--- src/rtl/missile_slot_scheduler_pkg.sv ---
// Shared types and constants for the missile slot scheduler.
package missile_slot_scheduler_pkg;

    // Number of player projectile instances in the game.
    localparam int NUM_MISSILES = 3;

    // Width of the frame cooldown counter (cooldown range is 1..15 frames).
    localparam int COOL_W = 4;

    typedef enum logic [1:0] {
        IDLE     = 2'd0,
        FIRE     = 2'd1,
        COOLDOWN = 2'd2
    } sched_state_t;

endpackage

--- src/rtl/missile_slot_scheduler_if.sv ---
// Bundle between the fire-request side (keyboard/game logic) and the scheduler.
interface missile_slot_scheduler_if #(
    parameter int NUM_SLOTS = 3,
    parameter int CNT_W     = 16
);
    logic                 game_active;
    logic                 shoot;
    logic [NUM_SLOTS-1:0] slot_done;
    logic [NUM_SLOTS-1:0] fire;
    logic [NUM_SLOTS-1:0] slot_busy;
    logic                 cooldown;
    logic [CNT_W-1:0]     shots_fired;
    logic [CNT_W-1:0]     shots_dropped;

    // Requesting side: drives the key, game state and slot completions.
    modport master (
        output game_active, shoot, slot_done,
        input  fire, slot_busy, cooldown, shots_fired, shots_dropped
    );

    // Scheduler side.
    modport slave (
        input  game_active, shoot, slot_done,
        output fire, slot_busy, cooldown, shots_fired, shots_dropped
    );
endinterface

--- src/rtl/missile_slot_scheduler_frame_tick_sync.sv ---
// Brings the vertical-sync frame clock into the Clk domain and turns each
// rising edge into a single-cycle tick (three Clk cycles after the edge).
module frame_tick_sync (
    input  logic Clk,
    input  logic Reset_n,
    input  logic frame_clk,
    output logic frame_tick
);
    logic sync1_reg, sync2_reg, sync3_reg, tick_reg;

    // Two-flop synchronizer, one history flop, and a registered edge pulse.
    always_ff @(posedge Clk or negedge Reset_n) begin
        if (!Reset_n) begin
            sync1_reg <= 1'b0;
            sync2_reg <= 1'b0;
            sync3_reg <= 1'b0;
            tick_reg  <= 1'b0;
        end else begin
            sync1_reg <= frame_clk;
            sync2_reg <= sync1_reg;
            sync3_reg <= sync2_reg;
            tick_reg  <= sync2_reg & ~sync3_reg;
        end
    end

    assign frame_tick = tick_reg;
endmodule

--- src/rtl/missile_slot_scheduler.sv ---
// Arbitrates projectile slots between shoot key presses: edge-detects the key,
// grants a free slot round-robin, enforces a frame-counted cooldown and tracks
// which slots are still in flight.
module missile_slot_scheduler
    import missile_slot_scheduler_pkg::*;
#(
    parameter int NUM_SLOTS       = NUM_MISSILES,
    parameter int COOLDOWN_FRAMES = 8,
    parameter int CNT_W           = 16
) (
    input  logic Clk,
    input  logic Reset_n,
    input  logic frame_clk,
    missile_slot_scheduler_if.slave bus
);
    localparam int IDX_W = (NUM_SLOTS > 1) ? $clog2(NUM_SLOTS) : 1;
    localparam int SUM_W = IDX_W + 1;
    localparam logic [COOL_W-1:0] COOL_INIT = COOL_W'(COOLDOWN_FRAMES);
    localparam logic [CNT_W-1:0]  CNT_MAX   = '1;

    sched_state_t         state_reg, state_next;
    logic [IDX_W-1:0]     rr_ptr_reg, rr_ptr_next;
    logic [IDX_W-1:0]     chosen_reg, chosen_next;
    logic [COOL_W-1:0]    cool_cnt_reg, cool_cnt_next;
    logic [NUM_SLOTS-1:0] busy_reg, busy_next, launch_set;
    logic [CNT_W-1:0]     fired_reg, fired_next;
    logic [CNT_W-1:0]     dropped_reg, dropped_next;
    logic                 shoot_q_reg;
    logic                 shoot_edge, frame_tick, pick_free;
    logic [IDX_W-1:0]     pick_idx;

    // First free slot searching ptr+1, ptr+2, ... with wrap; MSB flags success.
    // Scanning from the farthest candidate inward lets the nearest one win.
    function automatic logic [IDX_W:0] pick_slot(input logic [NUM_SLOTS-1:0] busy,
                                                 input logic [IDX_W-1:0]     ptr);
        logic [IDX_W:0] result;
        logic [IDX_W:0] sum;
        result = '0;
        for (int k = NUM_SLOTS; k >= 1; k--) begin
            sum = {1'b0, ptr} + SUM_W'(k);
            if (sum >= SUM_W'(NUM_SLOTS)) sum = sum - SUM_W'(NUM_SLOTS);
            if (!busy[sum[IDX_W-1:0]]) result = {1'b1, sum[IDX_W-1:0]};
        end
        return result;
    endfunction

    function automatic logic [CNT_W-1:0] sat_inc(input logic [CNT_W-1:0] v);
        return (v == CNT_MAX) ? v : v + CNT_W'(1);
    endfunction

    frame_tick_sync u_frame_tick_sync (
        .Clk        (Clk),
        .Reset_n    (Reset_n),
        .frame_clk  (frame_clk),
        .frame_tick (frame_tick)
    );

    assign shoot_edge = bus.shoot & ~shoot_q_reg;
    assign {pick_free, pick_idx} = pick_slot(busy_reg, rr_ptr_reg);

    // State, pointers, counters and the key history register.
    always_ff @(posedge Clk or negedge Reset_n) begin
        if (!Reset_n) begin
            state_reg    <= IDLE;
            rr_ptr_reg   <= IDX_W'(NUM_SLOTS - 1);
            chosen_reg   <= '0;
            cool_cnt_reg <= '0;
            busy_reg     <= '0;
            fired_reg    <= '0;
            dropped_reg  <= '0;
            shoot_q_reg  <= 1'b0;
        end else begin
            state_reg    <= state_next;
            rr_ptr_reg   <= rr_ptr_next;
            chosen_reg   <= chosen_next;
            cool_cnt_reg <= cool_cnt_next;
            busy_reg     <= busy_next;
            fired_reg    <= fired_next;
            dropped_reg  <= dropped_next;
            shoot_q_reg  <= bus.shoot;
        end
    end

    // Next-state logic: grant, launch, cooldown countdown and abort on game stop.
    always_comb begin
        state_next    = state_reg;
        rr_ptr_next   = rr_ptr_reg;
        chosen_next   = chosen_reg;
        cool_cnt_next = cool_cnt_reg;
        fired_next    = fired_reg;
        dropped_next  = dropped_reg;
        launch_set    = '0;
        case (state_reg)
            IDLE: begin
                if (shoot_edge) begin
                    if (pick_free) begin
                        state_next  = FIRE;
                        chosen_next = pick_idx;
                    end else begin
                        dropped_next = sat_inc(dropped_reg);
                    end
                end
            end
            FIRE: begin
                launch_set[chosen_reg] = 1'b1;
                rr_ptr_next   = chosen_reg;
                fired_next    = sat_inc(fired_reg);
                cool_cnt_next = COOL_INIT;
                state_next    = COOLDOWN;
            end
            COOLDOWN: begin
                if (shoot_edge) dropped_next = sat_inc(dropped_reg);
                if (frame_tick) begin
                    if (cool_cnt_reg <= COOL_W'(1)) begin
                        cool_cnt_next = '0;
                        state_next    = IDLE;
                    end else begin
                        cool_cnt_next = cool_cnt_reg - COOL_W'(1);
                    end
                end
            end
            default: state_next = IDLE;
        endcase
        // A stopped game cancels everything except the pointer and the statistics.
        if (!bus.game_active) begin
            state_next    = IDLE;
            launch_set    = '0;
            cool_cnt_next = '0;
            rr_ptr_next   = rr_ptr_reg;
            fired_next    = fired_reg;
            dropped_next  = dropped_reg;
        end
    end

    // Per-slot occupancy: a fresh launch beats a same-cycle completion.
    generate
        for (genvar gi = 0; gi < NUM_SLOTS; gi++) begin : g_busy
            assign busy_next[gi] = bus.game_active &
                                   (launch_set[gi] | (busy_reg[gi] & ~bus.slot_done[gi]));
        end
    endgenerate

    assign bus.fire          = launch_set;
    assign bus.slot_busy     = busy_reg;
    assign bus.cooldown      = (state_reg == COOLDOWN);
    assign bus.shots_fired   = fired_reg;
    assign bus.shots_dropped = dropped_reg;
endmodule

--- src/flat_wrapper.sv ---
// flat-port wrapper written by rule: the top's interface ports become plain ports
module missile_slot_scheduler_flat import missile_slot_scheduler_pkg::*;
#(
    parameter int NUM_SLOTS       = NUM_MISSILES,
    parameter int COOLDOWN_FRAMES = 8,
    parameter int CNT_W           = 16
)
  (Clk, Reset_n, frame_clk, bus_game_active, bus_shoot, bus_slot_done, bus_fire, bus_slot_busy, bus_cooldown, bus_shots_fired, bus_shots_dropped);
  missile_slot_scheduler_if #(.NUM_SLOTS(NUM_SLOTS), .CNT_W(CNT_W)) bus_i ();
  input  logic Clk;
  input  logic Reset_n;
  input  logic frame_clk;
  input wire logic [$bits(bus_i.game_active)-1:0] bus_game_active;
  input wire logic [$bits(bus_i.shoot)-1:0] bus_shoot;
  input wire logic [$bits(bus_i.slot_done)-1:0] bus_slot_done;
  output wire logic [$bits(bus_i.fire)-1:0] bus_fire;
  output wire logic [$bits(bus_i.slot_busy)-1:0] bus_slot_busy;
  output wire logic [$bits(bus_i.cooldown)-1:0] bus_cooldown;
  output wire logic [$bits(bus_i.shots_fired)-1:0] bus_shots_fired;
  output wire logic [$bits(bus_i.shots_dropped)-1:0] bus_shots_dropped;
  assign bus_i.game_active = bus_game_active;
  assign bus_i.shoot = bus_shoot;
  assign bus_i.slot_done = bus_slot_done;
  assign bus_fire = bus_i.fire;
  assign bus_slot_busy = bus_i.slot_busy;
  assign bus_cooldown = bus_i.cooldown;
  assign bus_shots_fired = bus_i.shots_fired;
  assign bus_shots_dropped = bus_i.shots_dropped;
  missile_slot_scheduler #(.NUM_SLOTS(NUM_SLOTS), .COOLDOWN_FRAMES(COOLDOWN_FRAMES), .CNT_W(CNT_W)) u_core (.Clk(Clk), .Reset_n(Reset_n), .frame_clk(frame_clk), .bus(bus_i));
endmodule
--- config.mk ---
export PLATFORM = sky130hd
export DESIGN_NAME = missile_slot_scheduler_flat
export DESIGN_NICKNAME = d
export VERILOG_FILES = /design/src/rtl/missile_slot_scheduler_pkg.sv /design/src/rtl/missile_slot_scheduler_if.sv /design/src/rtl/missile_slot_scheduler_frame_tick_sync.sv /design/src/rtl/missile_slot_scheduler.sv /design/src/flat_wrapper.sv
export SDC_FILE = /design/constraint.sdc
export NUM_CORES = 1
export LEC_CHECK = 0
export ABC_AREA = 1
export BUFFER_PORTS_ARGS = -buffer_cell sky130_fd_sc_hd__buf_2
export CORE_ASPECT_RATIO = 2
export CORE_UTILIZATION = 31
export CTS_BUF_LIST = sky130_fd_sc_hd__clkbuf_2 sky130_fd_sc_hd__clkbuf_4 sky130_fd_sc_hd__clkbuf_8
export CTS_CLUSTER_DIAMETER = 150
export DETAILED_ROUTE_END_ITERATION = 8
export HOLD_SLACK_MARGIN = 0.15
export PLACE_DENSITY = 0.48
export SETUP_SLACK_MARGIN = 0.4
export SLEW_MARGIN = 20
export SYNTH_ARGS = -nofsm -noshare
export SYNTH_HDL_FRONTEND = slang
export SYNTH_SLANG_ARGS = --single-unit
export TNS_END_PERCENT = 30
--- constraint.sdc ---
create_clock -name Clk -period 2.7 [get_ports Clk]
set_clock_uncertainty 0.1 [all_clocks]
set_input_delay 0.54 -clock Clk [delete_from_list [all_inputs] [get_ports Clk]]
set_output_delay 0.54 -clock Clk [all_outputs]
set_load 0.05 [all_outputs]
Word-level counts from Yosys, hierarchy flattened
Index checks and enable logic that the tools add are counted.
Widths: inputs -> output; s select.

word-level totals
  register bits = 50
  input bits = 8
  output and inout bits = 39
  logic and storage cells = 99

operators by class
  add/subtract/negate cells = 9
  magnitude comparators = 9
  eq/ne operators = 12
  mux-type cells = 31
  bitwise logic cells = 17
  reduce and logical (&&, ||, !) cells = 9

operators with widths
  cell                   number
  $mux 16                4
  $add 16x1->16 const B  2
  $eq 16x16->1 const B   2
  $pmux 16 s2            1
  $mux 2                 8
  $mux 3                 5
  $lt 2x3->1 const B     4
  $mux 4                 3
  $ne 3x2->1 const B     4
  $ge 3x2->1 const B     3
  $and 1x1->1            8
  $pmux 4 s2             1
  $add 2x2->3 const B    2
  $bmux 1 s2             3
  $not 1->1              6
  $pmux 2 s3             1
  $reduce_and 3->1       2
  $sub 2x2->2 const B    3
  $reduce_and 5->1       1
  $le 4x1->1 const B     1
  $mux 1                 4
  $ne 2x1->1 const B     2
  $reduce_and 2->1       2
  $reduce_and 4->1       1
  12 further kinds       14

Longest topological paths before layout
Gate-level depths: netlist of the first run.

  depth after elaboration = 12
  mapped depth = 13
  gate-level depth less buffers = 13

Hierarchy
A second synthesis of the first run with hierarchy kept.

second synthesis, totals
  cells, all modules = 397
  area total of the unflattened synthesis = 2,955.3 sq um

by module, submodules not included
  module                  instances  cells each  area each (sq um)  sequential area each (sq um)
  missile_slot_scheduler  1          391         2,845.2            1,152.4
  frame_tick_sync         1          6           110.1              100.1

Worst setup path after synthesis of the first run
Ideal clock, no wire load.

  path type = input-to-output
  from = input bus_game_active
  to = output bus_fire[0]
  arrival = 2.092 ns
  data required time = 2.060 ns
  path slack = -0.032 ns
  stages on the path = 4
  buffers on the path = 0
  cells stage by stage = inv_1 nor2_1 inv_1 nor3_1

between the ends
  cells in the longest elaborated chain, start to end = 1

RTL lines
  element          RTL line                       source
  start, declared  flat_wrapper.sv:13             input wire logic [$bits(bus_i.game_active)-1:0] bus_game_active;
  $mux 3           missile_slot_scheduler.sv:125  if (!bus.game_active) begin
  end, declared    flat_wrapper.sv:16             output wire logic [$bits(bus_i.fire)-1:0] bus_fire;

Every way passes these cells.

Worst setup path in the final report of the first run
  from = register u_core.state_reg[1]
  to = output bus_fire[0]

between the ends
  cells in the longest elaborated chain, start to end = 3

RTL lines
  element                 RTL line                       source
  start, declared         missile_slot_scheduler.sv:21   sched_state_t state_reg, state_next;
  start signal, assigned  missile_slot_scheduler.sv:73   state_reg <= state_next;
  $eq 2x1->1              missile_slot_scheduler.sv:93   case (state_reg)
  $mux 3                  missile_slot_scheduler.sv:93
  $mux 3                  missile_slot_scheduler.sv:125

Every way passes these cells.

==> results of run 1 <==
-- placed cells by master, fill, tap and decap left out, types with 3 or more instances in the layout --
master      n
nor2_2      3
xor2_1     10
xnor2_1    13
buf_2      44
nand2_1   130
ha_1        6
buf_4       8
nand3_1    39
clkbuf_8    5
nand3_2     5
dfrtp_1    49
nor2_1     33
nor3_1      5
nand4_1     4
o21ai_0    14
nand2_2     3
inv_1      40
-- cell families after synthesis --
group | Yosys count
compound gates | 22
xor+xnor | 23
fa+ha+maj | 7
buf+inv | 48
flops | 50
mux | 1
simple gates | 231
-- power by group through the flow --
| stage | sequential, uW | clock (uW) | combinational [uW] |
|---|---|---|---|
| after detailed placement | 955 | 0 | 801 |
| final | 936 | 462 | 832 |
| after floorplan | 1100 | 0 | 457 |
| after global routing | 952 | 506 | 921 |
| after global placement | 953 | 0 | 802 |
| after CTS | 940 | 487 | 805 |
-- metrics by stage --
stage	utilization (%)	cell area, um2	std cells
after floorplan	-	2920	382
after global placement	35.8	3250	528
after detailed placement	35.8	3250	528
after CTS	36.8	3340	536
after global routing	37.3	3390	540
final	37.3	3390	540
-- area by class of cell --
class | instances | area, um2
inverter | 43 | 163
tap | 102 | 128
fill | 962 | 5690
clock buffer | 6 | 76.3
sequential | 50 | 1250
multi-input combinational | 284 | 1460
clock inverter | 2 | 13.8
timing repair buffer | 53 | 292
-- critical path: stages (launching register included) --
cell     delay, ns
dfrtp_1       0.41
inv_1         0.09
nand2_1       0.08
nor2_1        0.18
inv_1         0.09
nor3_2        0.21
buf_6         0.20
-- timing repair --
action	CTS	global route
endpoints found under the setup margin	1	19
resized for setup	1	5
cloned	0	0
pin swaps	0	1
buffers inserted	0	4
-- routing by layer --
metal  vias up  GRT usage, %
li1       1310             -
met1      1237          15.9
met2        46          30.6
met3         5          2.25
met4         0          5.91
met5         -             0
-- path summary, 6_finish.rpt --
| kind | startpoint | end | slack [ns] | depth (start not counted) |
|---|---|---|---|---|
| hold / removal | Reset_n | u_core.bus.shots_fired[9]$_DFFE_PN0P_ | 0.23 | 2 |
| min in group Clk | frame_clk | u_core.u_frame_tick_sync.sync1_reg$_DFF_PN0_ | 0.23 | 1 |
| setup / recovery | u_core.state_reg[1]$_DFFE_PN0P_ | bus_fire[0] | 0.48 | 6 |
| max in group asynchronous | Reset_n | u_core.bus.shots_dropped[0]$_DFFE_PN0P_ | 1.81 | 2 |
| setup reg to reg | u_core.rr_ptr_reg[1]$_DFFE_PN1P_ | u_core.bus.shots_dropped[0]$_DFFE_PN0P_ | 0.58 | 11 |
| hold reg to reg | u_core.u_frame_tick_sync.sync1_reg$_DFF_PN0_ | u_core.u_frame_tick_sync.sync2_reg$_DFF_PN0_ | 0.26 | 0 |
==> results.py, run 1 <==
metrics = {
    "routing": {
        "postRouteWirelength_um": 7170,
        "detail_route.wirelength.met1_um": 2780,
        "antenna_violating_nets_post_route": 0,
        "drt-vias-per-instance": 4.81,
        "route.detailed.drc": 8,
        "wl_met3_um": 181,
        "num_vias": 2598,
        "drt-wirelength-per-cell_um": 13.3,
        "drt_iter0_markers": 113,
        "top_layer_used": "met4",
        "met2RoutedLength_um": 4090,
        "detailed_routing_iterations_pass_1": 6,
    },
    "logic_synthesis": {
        "post_synthesis_sequential_area_ratio_pct": 43.0,
        "syn_area_um2": 2910,
        "synth_xor_xnor_area_share_pct": 6.92,
        "synth-compound-area-share_pct": 4.30,
        "yosys.area_share.simple_pct": 35.2,
        "number_of_library_cell_types_mapped_by_synthesis": 30,
        "number_of_enable_flip_flop_cells_after_synthesis": 0,
        "postSynthRegisterBits": 50,
        "synth.net_count": 397,
        "yosysWarnings": 0,
        "post_synthesis_adder_cell_area_fraction_pct": 3.01,
        "synth_most_common_cell": "nand2_1",
        "multiplexer_share_of_the_synthesized_area_pct": 0.344,
        "post_synth_arst_share_pct": 100,
        "avgSynthCellArea_um2": 7.62,
        "synth_top_family_by_area": "simple AND/OR/NAND/NOR gates",
        "yosys.area.top_type_share_pct": 42.1,
        "yosys-top-cells-area": "dfrtp_1 42%, nand2_1 17%, nand3_1 6.7%, inv_1 5.2%, nor2_1 4.3%",
        "synth.top_cells.by_count": "130 x nand2_1, 49 x dfrtp_1, 40 x inv_1",
        "yosys_most_used_dff": "dfrtp_1",
        "synth.largest_area_cell": "dfrtp_1",
        "synthCells": 382,
    },
    "global_route": {
        "gr-usage-all-layers_pct": 15.5,
        "globalRoute.totalOverflow": 0,
        "number_of_global_route_vias_before_repair": 2599,
        "grt_max_degree": 51,
        "antenna_found_initial": 0,
        "grt_pass1_wl_um": 12000,
    },
    "power": {
        "p_int_uw": 1290,
        "pwr-share-comb_pct": 37.3,
        "p_per_area_nw_per_um2": 658,
        "p_clk_share_pct": 20.7,
        "power.ir.vdd_worst_mv": 0.468,
        "p_switching_uw": 945,
        "power.leakage_uw": 0.00180,
        "total_power_uw": 2230,
        "share_of_total_power_consumed_by_net_switching_pct": 42.4,
        "pwr-share-seq_pct": 42.0,
    },
    "clock_network": {
        "clockRootBuffer": "clkbuf_8",
        "numCtsBuffers": 5,
        "clockBufferDepth": 2,
        "sinks_on_clock_net": 50,
        "cts_tree": "done",
        "postCtsHoldBufs": 0,
        "cts.clk_slew.worst_paths_ns": 0.10,
        "clock_insertion_delay_worst_skew_ns": 0.32,
        "cts-htree-levels": 2,
    },
    "placement": {
        "gpl.final_weighted_congestion": 0.815,
        "dpl.hpwl_um": 5320,
        "portBuffers": 46,
        "dp_worst_setup_slack_ns": 0.494,
    },
    "final_layout": {
        "diodes": 0,
        "layout-area-overhead-vs-synth_pct": 16.4,
        "final_net_count": 452,
        "layout-drive-gt1-share_pct": 19.4,
    },
    "die": {
        "io_pins": 47,
        "floorplan.initialDensity_pct": 32.1,
        "floorplan.die.width_um": 70.5,
        "floorplan.core_area_um2": 9070,
        "dieArea_um2": 9810,
        "rows": 49,
        "chip_height_um": 139,
    },
    "sta": {
        "final-setup-viol-count": 0,
        "timing.setup.tns_ns": 0,
        "timing.final.crit_period_ns": 2.22,
        "rsz0062_at_grt": "true",
        "timing.final.hold_violations": 0,
        "timing.max_slew.rel_slack_pct": 55.2,
        "postLayoutSetupSlackWorst_ns": 0.476,
        "fmax_ghz": 0.450,
        "worst_slew_pin_slew_ns": 0.671,
        "slew_violations": 0,
        "timing.hold.ws_ns": 0.229,
        "finalCritPeriodShare_pct": 82.4,
    },
    "critical_path": {
        "crit_path_max_fanout": 3,
        "crit_path_start_kind": "flip-flop",
        "critical_path.endpoint_type": "output pin",
        "crit_arrival_ns": 1.58,
        "timing.setup.critical_path_class": "flip-flop to output pin",
        "cp_data_required_time_ns": 2.06,
    },
    "flow_run": {
        "maxCapViolations": 0,
    },
    "outcome": {
        "run_status": "finished, violations left",
        "failing_checks": "DRC",
    },
    "min_path": {
        "hold_class": "input pin to asynchronous set/reset pin",
    },
}
Note: power is estimated with default switching activity, not from simulation.
==> run 2: changes to the inputs <==
Settings changed: PLACE_DENSITY 0.48 to 0.5.
Clock period 2.7 ns to 2 ns, I/O delays scaled along.
==> run 2 against run 1 <==
The flow still finishes with violations (DRC). Clock-buffer cell count is 1 higher. Critical path type is now flip-flop to flip-flop. Cell area up 17%. Wire length is 7.2% higher. Largest power group is now combinational logic. Cell count grew 3.5%. Worst setup slack got worse by 0.42 ns. Combinational power up 83%. First-iteration DRC count decreased by 31%.
==> results.py, run 2 (same netlist as run 1, synthesis figures left out) <==
metrics = {
    "placement": {
        "dpl.hpwl_um": 5510,
        "gpl.final_weighted_congestion": 0.827,
        "portBuffers": 46,
        "placedCellCount": 537,
    },
    "routing": {
        "drt-vias-per-instance": 4.79,
        "detailed_routing_iterations_pass_1": 8,
        "postRouteWirelength_um": 7680,
        "antenna_violating_nets_post_route": 0,
        "route.detailed.drc": 6,
        "num_vias": 2680,
        "wl_met3_um": 224,
        "drt-wirelength-per-cell_um": 13.7,
        "drt_iter0_markers": 78,
        "met2RoutedLength_um": 4510,
        "top_layer_used": "met4",
        "detail_route.wirelength.met1_um": 2750,
    },
    "final_layout": {
        "fill_cells": 938,
        "stdcell_count": 559,
        "layout_commonest_cell": "nand2_1",
        "diodes": 0,
        "layout-drive-gt1-share_pct": 37.4,
        "layout-area-overhead-vs-synth_pct": 36.2,
        "layout_common_cells": "96 x nand2_1, 37 x buf_2, 36 x dfrtp_1",
        "final_net_count": 471,
        "layout.core_utilization_pct": 43.7,
    },
    "power": {
        "p_switching_uw": 1500,
        "p_int_uw": 1980,
        "p_clk_share_pct": 18.6,
        "share_of_total_power_consumed_by_net_switching_pct": 43.0,
        "power.leakage_uw": 0.00198,
        "power.ir.vdd_worst_mv": 0.614,
        "total_power_uw": 3480,
        "p_per_area_nw_per_um2": 877,
        "pwr-share-seq_pct": 37.8,
        "pwr-share-comb_pct": 43.6,
    },
    "clock_network": {
        "sinks_on_clock_net": 50,
        "cts.clk_slew.worst_paths_ns": 0.10,
        "cts-htree-levels": 2,
        "cts_tree": "done",
        "clock_insertion_delay_worst_skew_ns": 0.31,
        "clockBufferDepth": 2,
        "numCtsBuffers": 5,
        "clockRootBuffer": "clkbuf_8",
    },
    "die": {
        "io_pins": 47,
        "rows": 49,
        "chip_height_um": 139,
        "floorplan.die.width_um": 70.5,
        "floorplan.core_area_um2": 9070,
        "floorplan.initialDensity_pct": 32.1,
        "dieArea_um2": 9810,
    },
    "global_route": {
        "number_of_global_route_vias_before_repair": 2786,
        "globalRoute.totalOverflow": 0,
        "grt_max_degree": 35,
        "gr-usage-all-layers_pct": 16.2,
        "antenna_found_initial": 0,
        "grt_pass1_wl_um": 12600,
    },
    "critical_path": {
        "r2r_cells": 12,
        "crit_path_max_fanout": 7,
        "critical_path.max_stage_delay_ns": 0.54,
        "crit_arrival_ns": 2.06,
        "crit_chain": "inv_2 > ha_4 > inv_6 > nand2_4 > nand2_4 > nor2_4 > nor2_4 > nand3_4 > nand2_8 > buf_8 > nand3b_1 > nand2_2",
        "cp_data_required_time_ns": 2.11,
        "critical_path.endpoint_type": "flip-flop",
        "timing.setup.critical_path_class": "flip-flop to flip-flop",
        "crit_slowest_cell": "dfstp_2",
        "crit_path_start_kind": "flip-flop",
    },
    "flow_run": {
        "maxCapViolations": 0,
    },
    "min_path": {
        "hold_class": "input pin to flip-flop",
        "timing.hold.worst_path_depth": 3,
    },
    "sta": {
        "rsz0062_at_grt": "true",
        "timing.final.crit_period_ns": 1.95,
        "slew_violations": 0,
        "timing.max_slew.rel_slack_pct": 70.0,
        "final-setup-viol-count": 0,
        "finalCritPeriodShare_pct": 97.4,
        "timing.final.hold_violations": 0,
        "fmax_ghz": 0.513,
        "timing.setup.tns_ns": 0,
        "worst_slew_pin_slew_ns": 0.448,
    },
    "outcome": {
        "run_status": "finished, violations left",
        "failing_checks": "DRC",
    },
}
[run 2: cell count changes in the layout (fill, tap and decap cells not counted), moves of 6 or more]
cell,previous run,this run
buf_2,44,37
buf_4,8,15
dfrtp_1,49,36
dfrtp_2,0,13
nand2_1,130,96
nand2_2,3,27
nand2_4,1,10
nor2_1,33,27
o21ai_0,14,7
[run 2: path summary, 6_finish.rpt]
kind | start | endpoint | slack [ns]
min in group asynchronous | Reset_n | u_core.bus.shots_dropped[4]$_DFFE_PN0P_ | 0.46
max in group asynchronous | Reset_n | u_core.rr_ptr_reg[1]$_DFFE_PN1P_ | 0.71
worst min-delay path | bus_slot_done[2] | u_core.bus.slot_busy[2]$_DFF_PN0_ | 0.24
worst max-delay path | u_core.rr_ptr_reg[1]$_DFFE_PN1P_ | u_core.bus.shots_dropped[0]$_DFFE_PN0P_ | 0.05
worst min register to register | u_core.u_frame_tick_sync.sync1_reg$_DFF_PN0_ | u_core.u_frame_tick_sync.sync2_reg$_DFF_PN0_ | 0.26
worst max register to register | u_core.rr_ptr_reg[1]$_DFFE_PN1P_ | u_core.bus.shots_dropped[0]$_DFFE_PN0P_ | 0.05
[run 2: final cells by class]
type | instances | area [um2] | share of cell area (%)
clock buffers | 7 | 90.1 | 2.27
clock inverters | 1 | 5.00 | 0.126
inverters | 43 | 181 | 4.57
multi-input cells | 285 | 1770 | 44.6
flip-flops and latches | 50 | 1270 | 32.0
well taps | 102 | 128 | 3.22
repair buffers | 71 | 523 | 13.2
[run 2: metal layers]
| layer | up-vias | GRT usage (%) |
|---|---|---|
| met5 | - | 0 |
| met4 | 0 | 7.63 |
| met3 | 14 | 2.69 |
| met2 | 49 | 32.2 |
| met1 | 1266 | 15.5 |
| li1 | 1351 | - |
[run 2: repair_timing]
action | in CTS | in global routing
buffers inserted | 7 | 2
gates cloned | 0 | 2
hold endpoints to repair | 18 | 0
setup endpoints to repair | 40 | 51
hold buffers | 3 | 0
pin swaps | 3 | 47
resized for setup | 10 | 97
[run 2: worst max-delay path, delay by kind of cell, from the launching register on]
| family | cells | cell delay (ns) |
|---|---|---|
| AND/OR/NAND/NOR | 8 | 0.62 |
| flip-flops | 1 | 0.54 |
| adder cells (fa/ha/maj) | 1 | 0.31 |
| buffers and inverters | 3 | 0.27 |
[run 2: metrics by stage]
stage	cell area (um2)	hold slack (ns)	worst slack, ns
floorplan	3000	0.00441	0.108
global placement	3410	0.232	0.0212
detailed placement	3410	0.240	-0.0419
CTS	3620	0.227	0.0172
global route	3970	0.241	-0.0470
finish	3970	0.241	0.0514
[run 2: power by group through the flow]
stage / logic [uW] / registers, uW / clock network (uW)
floorplan: 684 / 1520 / 0
global placement: 1180 / 1320 / 0
global route: 1670 / 1340 / 711
CTS: 1240 / 1300 / 682
detailed placement: 1200 / 1320 / 0
finish: 1520 / 1320 / 646
==> run 3: changes to the inputs <==
Settings changed: CTS_BUF_LIST sky130_fd_sc_hd__clkbuf_2 sky130_fd_sc_hd__clkbuf_4 sky130_fd_sc_hd__clkbuf_8 to default.
==> run 3 against run 2 <==
The flow still finishes with violations (DRC). Cell count down 0.18%. Wire length down 0.10%. First-iteration DRC count down 7.7%. Clock-buffer cell count unchanged. Fmax down 0.75%. Critical path type unchanged. Hold slack better by 0.011 ns. Register-to-register slack about the same. Sequential cell count unchanged. Sequential power about the same. Core utilization down 0.87 points.
==> results.py, run 3 (same netlist as run 1, synthesis figures left out) <==
metrics = {
    "outcome": {
        "run_status": "finished, violations left",
        "failing_checks": "DRC",
    },
    "critical_path": {
        "crit_path_start_kind": "flip-flop",
        "crit_path_max_fanout": 7,
        "critical_path.endpoint_type": "flip-flop",
        "cp_data_required_time_ns": 2.09,
        "crit_slowest_cell": "dfstp_2",
        "timing.setup.critical_path_class": "flip-flop to flip-flop",
        "critical_path.max_stage_delay_ns": 0.56,
        "crit_chain": "inv_4 > ha_4 > inv_6 > nand2_4 > nand2_4 > nor2_4 > nor2_4 > nand3_4 > nand2_8 > buf_8 > nand3b_1 > nand2_1",
        "crit_arrival_ns": 2.05,
    },
    "power": {
        "share_of_total_power_consumed_by_net_switching_pct": 41.1,
        "power.ir.vdd_worst_mv": 0.460,
        "p_switching_uw": 1520,
        "pwr-share-comb_pct": 40.4,
        "p_int_uw": 2170,
        "power.leakage_uw": 0.00191,
        "total_power_uw": 3680,
        "p_clk_share_pct": 24.0,
        "p_per_area_nw_per_um2": 948,
        "pwr-share-seq_pct": 35.6,
    },
    "final_layout": {
        "final_net_count": 470,
        "fill_cells": 944,
        "layout_common_cells": "115 x nand2_1, 42 x buf_2, 37 x dfrtp_1",
        "layout-area-overhead-vs-synth_pct": 33.5,
        "diodes": 0,
        "layout-drive-gt1-share_pct": 32.2,
        "layout_commonest_cell": "nand2_1",
    },
    "die": {
        "rows": 49,
        "floorplan.core_area_um2": 9070,
        "io_pins": 47,
        "chip_height_um": 139,
        "floorplan.initialDensity_pct": 32.1,
        "dieArea_um2": 9810,
        "floorplan.die.width_um": 70.5,
    },
    "global_route": {
        "number_of_global_route_vias_before_repair": 2853,
        "grt_pass1_wl_um": 12900,
        "antenna_found_initial": 0,
        "grt_max_degree": 35,
        "globalRoute.totalOverflow": 0,
        "gr-usage-all-layers_pct": 16.8,
    },
    "placement": {
        "dp_worst_setup_slack_ns": -0.0419,
        "dpl.hpwl_um": 5510,
        "portBuffers": 46,
        "gpl.final_weighted_congestion": 0.827,
    },
    "clock_network": {
        "sinks_on_clock_net": 50,
        "clock_insertion_delay_worst_skew_ns": 0.29,
        "cts_tree": "done",
        "clockBufferDepth": 2,
        "cts.clk_slew.worst_paths_ns": 0.07,
        "clockRootBuffer": "clkbuf_16",
        "numCtsBuffers": 5,
        "cts-htree-levels": 2,
    },
    "routing": {
        "route.detailed.drc": 6,
        "antenna_violating_nets_post_route": 0,
        "postRouteWirelength_um": 7680,
        "detailed_routing_iterations_pass_1": 6,
        "drt-vias-per-instance": 4.81,
        "num_vias": 2682,
        "drt_iter0_markers": 72,
        "drt-wirelength-per-cell_um": 13.8,
    },
    "sta": {
        "timing.max_slew.rel_slack_pct": 68.3,
        "worst_slew_pin_slew_ns": 0.474,
        "finalCritPeriodShare_pct": 98.2,
        "fmax_ghz": 0.509,
        "slew_violations": 0,
        "final-setup-viol-count": 0,
        "postLayoutSetupSlackWorst_ns": 0.0366,
        "timing.final.hold_violations": 0,
        "timing.hold.ws_ns": 0.251,
        "rsz0062_at_grt": "true",
        "timing.final.crit_period_ns": 1.96,
    },
    "min_path": {
        "hold_class": "flip-flop to flip-flop",
    },
    "flow_run": {
        "maxCapViolations": 0,
    },
}
==> run 3: cell types whose count changed in the layout (fill, tap and decap cells not counted), moves of 4 or more <==
cell	delta
buf_2	+5
clkbuf_16	+4
clkbuf_4	-6
clkbuf_8	-5
nand2_1	+19
nand2_2	-12
nand2_4	-7
o21ai_0	+6
==> run 3: power groups by stage <==
stage / sequential (uW) / clock, uW / combinational, uW
after floorplan: 1520 / 0 / 684
after CTS: 1300 / 910 / 1330
after global placement: 1320 / 0 / 1180
after global routing: 1330 / 942 / 1640
after detailed placement: 1320 / 0 / 1200
final: 1310 / 883 / 1490
==> run 3: metrics by stage <==
step	instances	area [um2]	util [%]	TNS [ns]
6_report	558	3890	42.8	0
5_1_grt	558	3890	42.8	-0.719
4_1_cts	558	3750	41.3	0
3_5_place_dp	537	3410	37.6	-0.347
3_3_place_gp	537	3410	37.6	0
2_1_floorplan	382	3000	-	0
==> run 3: critical path, delay by kind of cell (launching register included) <==
family                     cells  cell delay [ns]
adders and majority gates      1             0.31
buffers and inverters          3             0.28
DFF                            1             0.56
and+or+nand+nor                8             0.63
==> run 3: per-layer routing <==
metal,track usage [%],share of wire (%),up-vias
met5,0,0,-
met4,8.70,2.7,0
met3,2.76,3.0,16
met2,33.0,58,49
met1,15.9,36,1265
li1,-,-,1352
==> run 3: final timing paths <==
kind | startpoint | endpoint | slack [ns] | cells after the start
max reg2reg | u_core.rr_ptr_reg[1]$_DFFE_PN1P_ | u_core.bus.shots_dropped[0]$_DFFE_PN0P_ | 0.04 | 12
min | u_core.u_frame_tick_sync.sync1_reg$_DFF_PN0_ | u_core.u_frame_tick_sync.sync2_reg$_DFF_PN0_ | 0.25 | 0
min reg2reg | u_core.u_frame_tick_sync.sync1_reg$_DFF_PN0_ | u_core.u_frame_tick_sync.sync2_reg$_DFF_PN0_ | 0.25 | 0
min in group asynchronous | Reset_n | u_core.bus.shots_dropped[4]$_DFFE_PN0P_ | 0.49 | 2
max in group asynchronous | Reset_n | u_core.rr_ptr_reg[1]$_DFFE_PN1P_ | 0.69 | 3
max | u_core.rr_ptr_reg[1]$_DFFE_PN1P_ | u_core.bus.shots_dropped[0]$_DFFE_PN0P_ | 0.04 | 12
==> run 3: what timing repair did <==
item	in CTS	in global routing
cloned	2	0
pin swaps	5	18
setup endpoints to repair	38	41
hold buffers	3	0
gates resized for setup	18	42
hold endpoints to repair	18	0
setup buffers	8	0
==> run 3: cell type report <==
type | instances | area (um2) | share of cell area [%]
Sequential cell | 50 | 1270 | 32.6
Inverter | 43 | 170 | 4.38
Clock inverter | 1 | 5.00 | 0.129
Multi-Input combinational cell | 285 | 1680 | 43.1
Clock buffer | 7 | 143 | 3.67
Tap cell | 102 | 128 | 3.28
Timing Repair Buffer | 70 | 498 | 12.8
